===== config.mk =====
export PLATFORM = sky130hd
export DESIGN_NAME = phy_rx_hdr_parse
export DESIGN_NICKNAME = d
export VERILOG_FILES = /design/src/rtl/phy_rx_hdr_parse.sv
export SDC_FILE = /design/constraint.sdc
export NUM_CORES = 1
export LEC_CHECK = 0
export CORE_MARGIN = 3
export CORE_UTILIZATION = 54
export CTS_CLUSTER_DIAMETER = 30
export CTS_CLUSTER_SIZE = 28
export DETAILED_ROUTE_END_ITERATION = 10
export DONT_BUFFER_PORTS = 1
export GPL_ROUTABILITY_DRIVEN = 0
export PLACE_DENSITY = 0.73
export SETUP_SLACK_MARGIN = 0.2
export SYNTH_ARGS = -nofsm -noshare
export SYNTH_HDL_FRONTEND = slang
export SYNTH_SLANG_ARGS = --single-unit

===== constraint.sdc =====
create_clock -name clk -period 2.15 [get_ports clk]
set_input_delay 0 -clock clk [delete_from_list [all_inputs] [get_ports clk]]
set_output_delay 0 -clock clk [all_outputs]
set_load 0.05 [all_outputs]

===== src/rtl/phy_rx_hdr_parse.sv =====
// 802.11 MAC header parser on the RX byte stream (one byte per beat).
// Byte 1 decodes the frame control word and fixes the header layout. After that, each field
// is committed from a 48-bit byte shift register on the field's last byte.
//
// state | meaning
// IDLE  | waiting for a byte at index 0
// PARSE | collecting header bytes in index order
// DONE  | header complete, ignore bytes until the next index 0
// SKIP  | header rejected, ignore bytes until the next index 0
module phy_rx_hdr_parse #(
  parameter int unsigned IDX_W    = 16,
  parameter bit          ADDR4_EN = 1'b1,
  parameter bit          QOS_EN   = 1'b1,
  parameter bit          HTC_EN   = 1'b0
) (
  input  logic             clk,
  input  logic             rstn,
  input  logic [IDX_W-1:0] byte_index,
  input  logic [7:0]       byte_data,
  input  logic             byte_valid,
  input  logic             frame_abort,
  output logic [15:0]      fc,
  output logic [15:0]      dur_id,
  output logic [15:0]      sc,
  output logic [15:0]      qos,
  output logic [47:0]      addr1,
  output logic [47:0]      addr2,
  output logic [47:0]      addr3,
  output logic [47:0]      addr4,
  output logic [31:0]      htc,
  output logic             fc_valid,
  output logic             dur_id_valid,
  output logic             addr1_valid,
  output logic             addr2_valid,
  output logic             addr3_valid,
  output logic             addr4_valid,
  output logic             sc_valid,
  output logic             qos_valid,
  output logic             htc_valid,
  output logic             has_addr2,
  output logic             has_addr3,
  output logic             has_addr4,
  output logic             has_qos,
  output logic             has_htc,
  output logic [5:0]       hdr_len,
  output logic             hdr_done,
  output logic             hdr_err,
  output logic [1:0]       err_code
);

  typedef enum logic [1:0] {IDLE, PARSE, DONE, SKIP} state_t;

  state_t      state, state_nxt;
  logic [5:0]  cnt, hlen, pos_qos, pos_htc, l_len;
  logic [47:0] sh, sh_in;
  logic [15:0] fc_new;
  logic        take, restart, idx_match, in_seq;
  logic        l_a2, l_a3, l_a4, l_qos, l_htc, l_rsvd;
  logic        done_nxt, err_nxt;
  logic [1:0]  code_nxt;

  assign sh_in     = {byte_data, sh[47:8]};
  assign fc_new    = sh_in[47:32];
  assign take      = byte_valid & ~frame_abort;
  assign restart   = take & (byte_index == '0);
  assign idx_match = (byte_index == IDX_W'(cnt));
  assign in_seq    = take & (state == PARSE) & ~restart & idx_match;
  // QoS follows Addr4 when present; HT Control follows QoS when present
  assign pos_qos   = has_addr4 ? 6'd30 : 6'd24;
  assign pos_htc   = pos_qos + (has_qos ? 6'd2 : 6'd0);

  // Header layout implied by the frame control word being completed this beat
  always_comb begin
    l_a2   = 1'b0;
    l_a3   = 1'b0;
    l_a4   = 1'b0;
    l_qos  = 1'b0;
    l_htc  = 1'b0;
    l_rsvd = 1'b0;
    l_len  = 6'd0;
    unique case (fc_new[3:2])
      2'b00: begin
        l_a2  = 1'b1;
        l_a3  = 1'b1;
        l_htc = HTC_EN & fc_new[15];
        l_len = l_htc ? 6'd28 : 6'd24;
      end
      2'b01: begin
        if (fc_new[7:4] == 4'b1100 || fc_new[7:4] == 4'b1101) begin
          l_len = 6'd10;
        end else begin
          l_a2  = 1'b1;
          l_len = 6'd16;
        end
      end
      2'b10: begin
        l_a2  = 1'b1;
        l_a3  = 1'b1;
        l_a4  = ADDR4_EN & fc_new[8] & fc_new[9];
        l_qos = QOS_EN & fc_new[7];
        l_htc = HTC_EN & fc_new[7] & fc_new[15];
        l_len = 6'd24 + (l_a4 ? 6'd6 : 6'd0) + (l_qos ? 6'd2 : 6'd0) + (l_htc ? 6'd4 : 6'd0);
      end
      default: l_rsvd = 1'b1;
    endcase
  end

  // Next state plus done/error strobes; abort has priority over any byte
  always_comb begin
    state_nxt = state;
    done_nxt  = 1'b0;
    err_nxt   = 1'b0;
    code_nxt  = 2'd0;
    if (frame_abort) begin
      state_nxt = IDLE;
      if (state == PARSE) begin
        err_nxt  = 1'b1;
        code_nxt = 2'd3;
      end
    end else if (restart) begin
      state_nxt = PARSE;
    end else if (byte_valid && state == PARSE) begin
      if (!idx_match) begin
        err_nxt   = 1'b1;
        code_nxt  = 2'd2;
        state_nxt = SKIP;
      end else if (cnt == 6'd1 && l_rsvd) begin
        err_nxt   = 1'b1;
        code_nxt  = 2'd1;
        state_nxt = SKIP;
      end else if (cnt == hlen - 6'd1) begin
        done_nxt  = 1'b1;
        state_nxt = DONE;
      end
    end
  end

  // State register
  always_ff @(posedge clk) begin
    if (!rstn) state <= IDLE;
    else       state <= state_nxt;
  end

  // Byte capture, field commit and per-field pulses
  always_ff @(posedge clk) begin
    if (!rstn) begin
      cnt <= '0; hlen <= '0; sh <= '0;
      fc <= '0; dur_id <= '0; sc <= '0; qos <= '0; htc <= '0;
      addr1 <= '0; addr2 <= '0; addr3 <= '0; addr4 <= '0;
      fc_valid <= 1'b0; dur_id_valid <= 1'b0; sc_valid <= 1'b0; qos_valid <= 1'b0;
      htc_valid <= 1'b0; addr1_valid <= 1'b0; addr2_valid <= 1'b0;
      addr3_valid <= 1'b0; addr4_valid <= 1'b0;
      has_addr2 <= 1'b0; has_addr3 <= 1'b0; has_addr4 <= 1'b0;
      has_qos <= 1'b0; has_htc <= 1'b0;
      hdr_len <= '0; hdr_done <= 1'b0; hdr_err <= 1'b0; err_code <= '0;
    end else begin
      fc_valid <= 1'b0; dur_id_valid <= 1'b0; sc_valid <= 1'b0; qos_valid <= 1'b0;
      htc_valid <= 1'b0; addr1_valid <= 1'b0; addr2_valid <= 1'b0;
      addr3_valid <= 1'b0; addr4_valid <= 1'b0;
      hdr_done <= done_nxt;
      hdr_err  <= err_nxt;
      if (err_nxt) err_code <= code_nxt;
      if (restart) begin
        cnt <= 6'd1; hlen <= '0; hdr_len <= '0; sh <= sh_in;
        has_addr2 <= 1'b0; has_addr3 <= 1'b0; has_addr4 <= 1'b0;
        has_qos <= 1'b0; has_htc <= 1'b0;
      end else if (in_seq) begin
        cnt <= cnt + 6'd1;
        sh  <= sh_in;
        if (cnt == 6'd1) begin
          fc <= fc_new; fc_valid <= 1'b1; hlen <= l_len;
          has_addr2 <= l_a2; has_addr3 <= l_a3; has_addr4 <= l_a4;
          has_qos <= l_qos; has_htc <= l_htc;
        end
        if (cnt == 6'd3)               begin dur_id <= sh_in[47:32]; dur_id_valid <= 1'b1; end
        if (cnt == 6'd9)               begin addr1 <= sh_in; addr1_valid <= 1'b1; end
        if (cnt == 6'd15 && has_addr2) begin addr2 <= sh_in; addr2_valid <= 1'b1; end
        if (cnt == 6'd21 && has_addr3) begin addr3 <= sh_in; addr3_valid <= 1'b1; end
        if (cnt == 6'd23)              begin sc <= sh_in[47:32]; sc_valid <= 1'b1; end
        if (cnt == 6'd29 && has_addr4) begin addr4 <= sh_in; addr4_valid <= 1'b1; end
        if (cnt == pos_qos + 6'd1 && has_qos) begin qos <= sh_in[47:32]; qos_valid <= 1'b1; end
        if (cnt == pos_htc + 6'd3 && has_htc) begin htc <= sh_in[47:16]; htc_valid <= 1'b1; end
        if (done_nxt) hdr_len <= hlen;
      end
    end
  end

endmodule

# Yosys cells after proc, flatten, opt, wreduce, memory -nomap -nowiden
# Index checks and enable logic that the tools add are counted.
[classes] n_mul=0 muxes=46 magnitude_cmp=0 n_reduce_logical=29 eq_ne=17 div_mod_pow=0 n_shift=0 addsub=5 bitwise=10
[ops] cell="$mux W48" n=2
[ops] cell="$mux W1" n=30
[ops] cell="$reduce_and A3 Y1" n=8
[ops] cell="$eq A6 B5 Y1 const B" n=3
[ops] cell="$mux W2" n=9
[ops] cell="$pmux W6 S3" n=1
[ops] cell="$eq A16 B6 Y1" n=1
[ops] cell="$logic_not A16 Y1" n=1
[ops] cell="$eq A6 B4 Y1 const B" n=2
[ops] cell="$eq A6 B6 Y1" n=2
[ops] cell="$reduce_or A3 Y1" n=3
[ops] cell="$eq A4 B4 Y1 const B" n=2
[ops] cell="$reduce_and A2 Y1" n=4
[ops] cell="$add A5 B1 Y6 const B" n=1
[ops] cell="$add A5 B3 Y6 const A" n=1
[ops] cell="$add A6 B1 Y6 const B" n=1
[ops] cell="$add A6 B2 Y6" n=1
[ops] cell="$and A1 B1 Y1" n=6
[ops] cell="$eq A6 B1 Y1 const B" n=1
[ops] cell="$eq A6 B2 Y1 const B" n=1
[ops] cell="$logic_and A1 B1 Y1" n=6
[ops] cell="$mux W3" n=2
[ops] cell="$reduce_or A2 Y1" n=3
[ops] cell="$sub A6 B1 Y6 const B" n=1
[ops] cell="10 further kinds" n=15
[totals] romBits=0 reg_bits=340 ram_bits=0 in_bits=28 latchBits=0 mem_count=0

# Longest topological paths before layout
[logic_depth] ltp_word=10 depth_mapped=9 ltp_nobuf=7

# Least setup slack after synthesis
# OpenSTA, ideal clock, no wires.
[synth_timing] path_kind="reg-to-reg" startpoint="register cnt[1]" endpoint="register dur_id[5]" path_slack_ns=0.179 arrival_time_ns=1.899 stages_incl_launch_ff=8 n_path_buf=2 setup_ns=0.072 synth_period_minus_slack_ns=1.971 path_cell_list="dfxtp_1 > buf_2 > xnor2_1 > and4_1 > nand3_2 > nor4_4 > buf_6 > mux2i_1"
[synth_between] elab_chain_cells=3
[synth_lines] element="from (decl)" line="54" rtl="logic [5:0] cnt, hlen, pos_qos, pos_htc, l_len;"
[synth_lines] element="from (signal assigned)" line="168" rtl="cnt <= cnt + 6'd1;"
[synth_lines] element="$eq A16 B6 Y1" line="66" rtl="assign idx_match = (byte_index == IDX_W'(cnt));"
[synth_lines] element="$and A1 B1 Y1" line="67" rtl="assign in_seq = take & (state == PARSE) & ~restart & idx_match;"
[synth_lines] element="$reduce_and A3 Y1 (no line) *"
[synth_lines] element="to (signal assigned)" line="148" rtl="fc <= '0; dur_id <= '0; sc <= '0; qos <= '0; htc <= '0;"
[synth_lines] element="to (signal assigned)" line="175" rtl="if (cnt == 6'd3) begin dur_id <= sh_in[47:32]; dur_id_valid <= 1'b1; end"
[synth_lines] element="to (decl)" line="23" rtl="output logic [15:0] dur_id,"
# Mark *: on every way between the ends. The rest lies on a longest branch, timed or not.
# A chain may end at the register's enable or synchronous reset.

# Worst setup path after layout
[layout_timing] startpoint="register cnt[4]" endpoint="register addr4[3]"
[layout_between] elab_chain_cells=3
[layout_lines] element="$eq A16 B6 Y1 / $eq A6 B5 Y1 (equally long branches)" line="66, 180"
[layout_lines] element="$and A1 B1 Y1 / $logic_and A1 B1 Y1 (equally long branches)" line="67, 180"
[layout_lines] element="$reduce_and A3 Y1 (no line) *"
[layout_lines] element="to (signal assigned)" line="149" rtl="addr1 <= '0; addr2 <= '0; addr3 <= '0; addr4 <= '0;"
[layout_lines] element="to (signal assigned)" line="180" rtl="if (cnt == 6'd29 && has_addr4) begin addr4 <= sh_in; addr4_valid <= 1'b1; end"
[layout_lines] element="to (decl)" line="29" rtl="output logic [47:0] addr4,"
# Marks and branches as above.

==> results.md <==
* CP bufs+invs at 4
* Max Slew Vio Count at 0
* IO Pins at 340
* Total power at 15570 uW
* Most used DFF post-synth: dfxtp_1
* DR iter-0 viols at 1283
* WP data required at 2630 ps
* Vias at 11.66k
* Critical path cell sequence: buf_4, nor2b_1, nand3_1, nor2_1, and3_4, buf_12, buf_12, buf_16, mux2i_1
* Maximum clock path buffer count at 3
* DRT met1 WL at 16820 um
* Routed wl met2 at 23270 um
* CP Max Fanout at 9
* Drt first pass iters at 6
* Post-synth cell types at 54
* Clk slew on worst S/H paths at 60 ps
* Via density at 6.060
* Wire length of the first global-routing pass at 68210 um
* P per Cell Area at 876.0 mW/mm2
* Core footprint at 0.02305 mm2
* Routed wl met3 at 5496 um
* Syn avg cell area at 9.465 um2
* Final Cell Area at 0.01778 mm2
* Max VDD drop at 748.5 uV
* Max_cap viols at 0
* Synth-to-Final Area Change at 37.91%
* Total track usage at 33.38%
* Highest clock rate at 0.4816 GHz
* EDFF count, synth at 0
* Max Used Layer: met5
* Die area at 0.02576 mm2
* Hold crit path type: in2reg
* Die height at 160.5 um
* Post-DRT Antenna Nets at 0
* IO Port Bufs at 0
* Ratio of cells with drive above 1 in the final layout at 14.91%
* Hpwl dp at 23840 um
* Setup CP Type: reg2reg
* Rows at 55
* Clock Latency Late Sink at 580 ps
* Final nets at 1597
* Antenna violations before repair at 1
* Worst setup SP type: flop
* Multi-input combinational cell area at 0.005797 mm2
* RSZ-0062 raised after global routing: yes
* Final min period at 2076 ps
* DRC Markers at 0
* Register area share after synthesis at 51.25%
* Leakage power at 0.006116 uW
* Number of global-route vias before repair at 11.50k
* Initial Util at 55.92%
* H-tree depth at 2
* Post-Syn Instances at 1362
* CTS tree: done
* Asr flop ratio synth at 0%
* Max incr delay on CP at 360 ps
* CP Capture Type: flop
* Register area at 0.006621 mm2
* Setup slack at placement at -11.72 ps
* # clock sinks at 330
* Crit-path leading delay family: simple AND/OR/NAND/NOR gates
* Final Setup Violations at 0
* Final Hold Viols at 0
* Critical Path AT at 2560 ps
* Crit path setup slack, layout at 73.63 ps
* Width of the chip at 160.5 um
* Largest net degree at the start of global routing at 147
* Worst path most repeated cell: buf_12
* Crit-path slowest cell: dfxtp_2
* Inserted Clock Buffers at 56
* Outcome: complete, no violations
* DP Area at 0.01303 mm2
* Routed length per instance at 25.14 um
* Fill count at 1411
* Clock root buffer: clkbuf_16
* Syn Std Cell Area at 0.01289 mm2
* Ys Warns at 0
* Final wirelength at 48360 um
* Worst slew pin tran at 645.4 ps
* Fin crit share at 96.58%
* Slew margin rel. at 56.91%
* Final Skew at 27.23 ps
* Seq cells post-synth at 330
* GRT overflow at 0
-- cell usage in the layout, fill, tap and decap left out, types with 7 or more instances in the layout --
cell type,n
dfxtp_1,322
nand2_1,217
mux2i_1,192
dlygate4sd3_1,180
a21oi_1,117
nand3_1,106
o21ai_0,97
clkbuf_16,67
conb_1,35
buf_4,35
nor2_1,18
inv_6,14
o21ai_1,13
buf_12,13
buf_16,11
clkinv_4,10
nand4_1,9
buf_6,9
nor3_1,8
inv_1,7
-- power by group --
group | internal (uW) | leakage (uW) | switching (uW)
registers | 6120 | 0.00266 | 0.00209
clock network | 5620 | 0.000952 | 3490
logic | 66.7 | 0.00250 | 278
-- final timing paths --
path         slack (ps)           from  cells after the start     endpoint
max reg2reg          70         cnt[4]                      9     addr4[3]
max                  70         cnt[4]                      9     addr4[3]
min                  40  byte_index[0]                      5  addr2_valid
min reg2reg         470          sh[9]                      2     addr1[1]
-- layer usage --
layer,up-vias,global-route usage [%]
met2,722,55.99
li1,5061,-
met1,5670,38.70
met5,-,0
met3,205,10.70
met4,2,15.86
-- synth_stat cells, types with 4 or more instances --
cell	n	area share (%)
dfxtp_1	330	51
nand2_1	219	6.4
mux2i_1	200	16
a21oi_1	119	4.6
o21ai_0	110	4.3
nand3_1	108	4.2
clkbuf_1	71	2.1
buf_4	40	2.3
buf_2	24	0.93
nor2_1	19	0.55
xnor2_1	11	0.75
inv_1	9	0.26
nand4_1	9	0.44
nor3_1	9	0.35
and2_1	6	0.29
and3_1	5	0.24
and4_1	5	0.34
buf_6	5	0.44
ha_1	5	0.49
buf_1	4	0.12
buf_12	4	0.62
-- flip-flops by register name, indices dropped and copies added, names as in the netlist, 2 cells and up --
signal and cells:
hdr_len 5, err_code 2, cnt 6, addr1 48
state 2, addr2 48, hlen 5, addr3 48
qos 16, sh 40, sc 16, addr4 48
dur_id 16, fc 16
-- layout make-up --
| cell class | count | area share (%) |
|---|---|---|
| Antenna cell | 1 | 0.01408 |
| Multi-Input combinational cell | 908 | 32.61 |
| Sequential cell | 330 | 37.24 |
| Clock inverter | 39 | 2.541 |
| Timing Repair Buffer | 258 | 16.76 |
| Clock buffer | 65 | 8.417 |
| Inverter | 10 | 0.2182 |
| Tap cell | 313 | 2.203 |
-- worst min-delay path: stages --
cell,delay (ps)
nor4_2,40
and2_1,190
nand2_1,130
nand3_1,120
nor2_1,100
-- timing repair --
action                     CTS  global route
pin swaps                   14             6
setup buffers                9             9
setup endpoints to repair  189           258
hold endpoints to repair   271             2
gates cloned                 6            12
hold buffers               180             1
resized for setup           32            54
-- cells by family (layout without fill, tap and decap cells) --
kind of cell,after synthesis,count (layout),synth area share [%]
flip-flops,330,330,51.25
XOR/XNOR,14,14,1.068
multiplexers,200,200,15.53
AND/OR/NAND/NOR,406,406,14.81
adder cells (fa/ha/maj),5,5,0.4853
other,1,36,0.02909
buffers and inverters,158,372,6.794
AO/OA/AOI/OAI,248,248,10.04
-- stage by stage --
step	setup TNS, ps	hold slack [ps]	util [%]	std cells
floorplan	0	151.9	-	1396
global route	0	74.69	77.11	1923
detailed placement	-14.71	158.5	56.53	1602
finish	0	42.15	77.12	1924
CTS	0	-193.5	74.56	1901
global placement	0	148.0	56.53	1602
(Power assumes the default switching activity.)
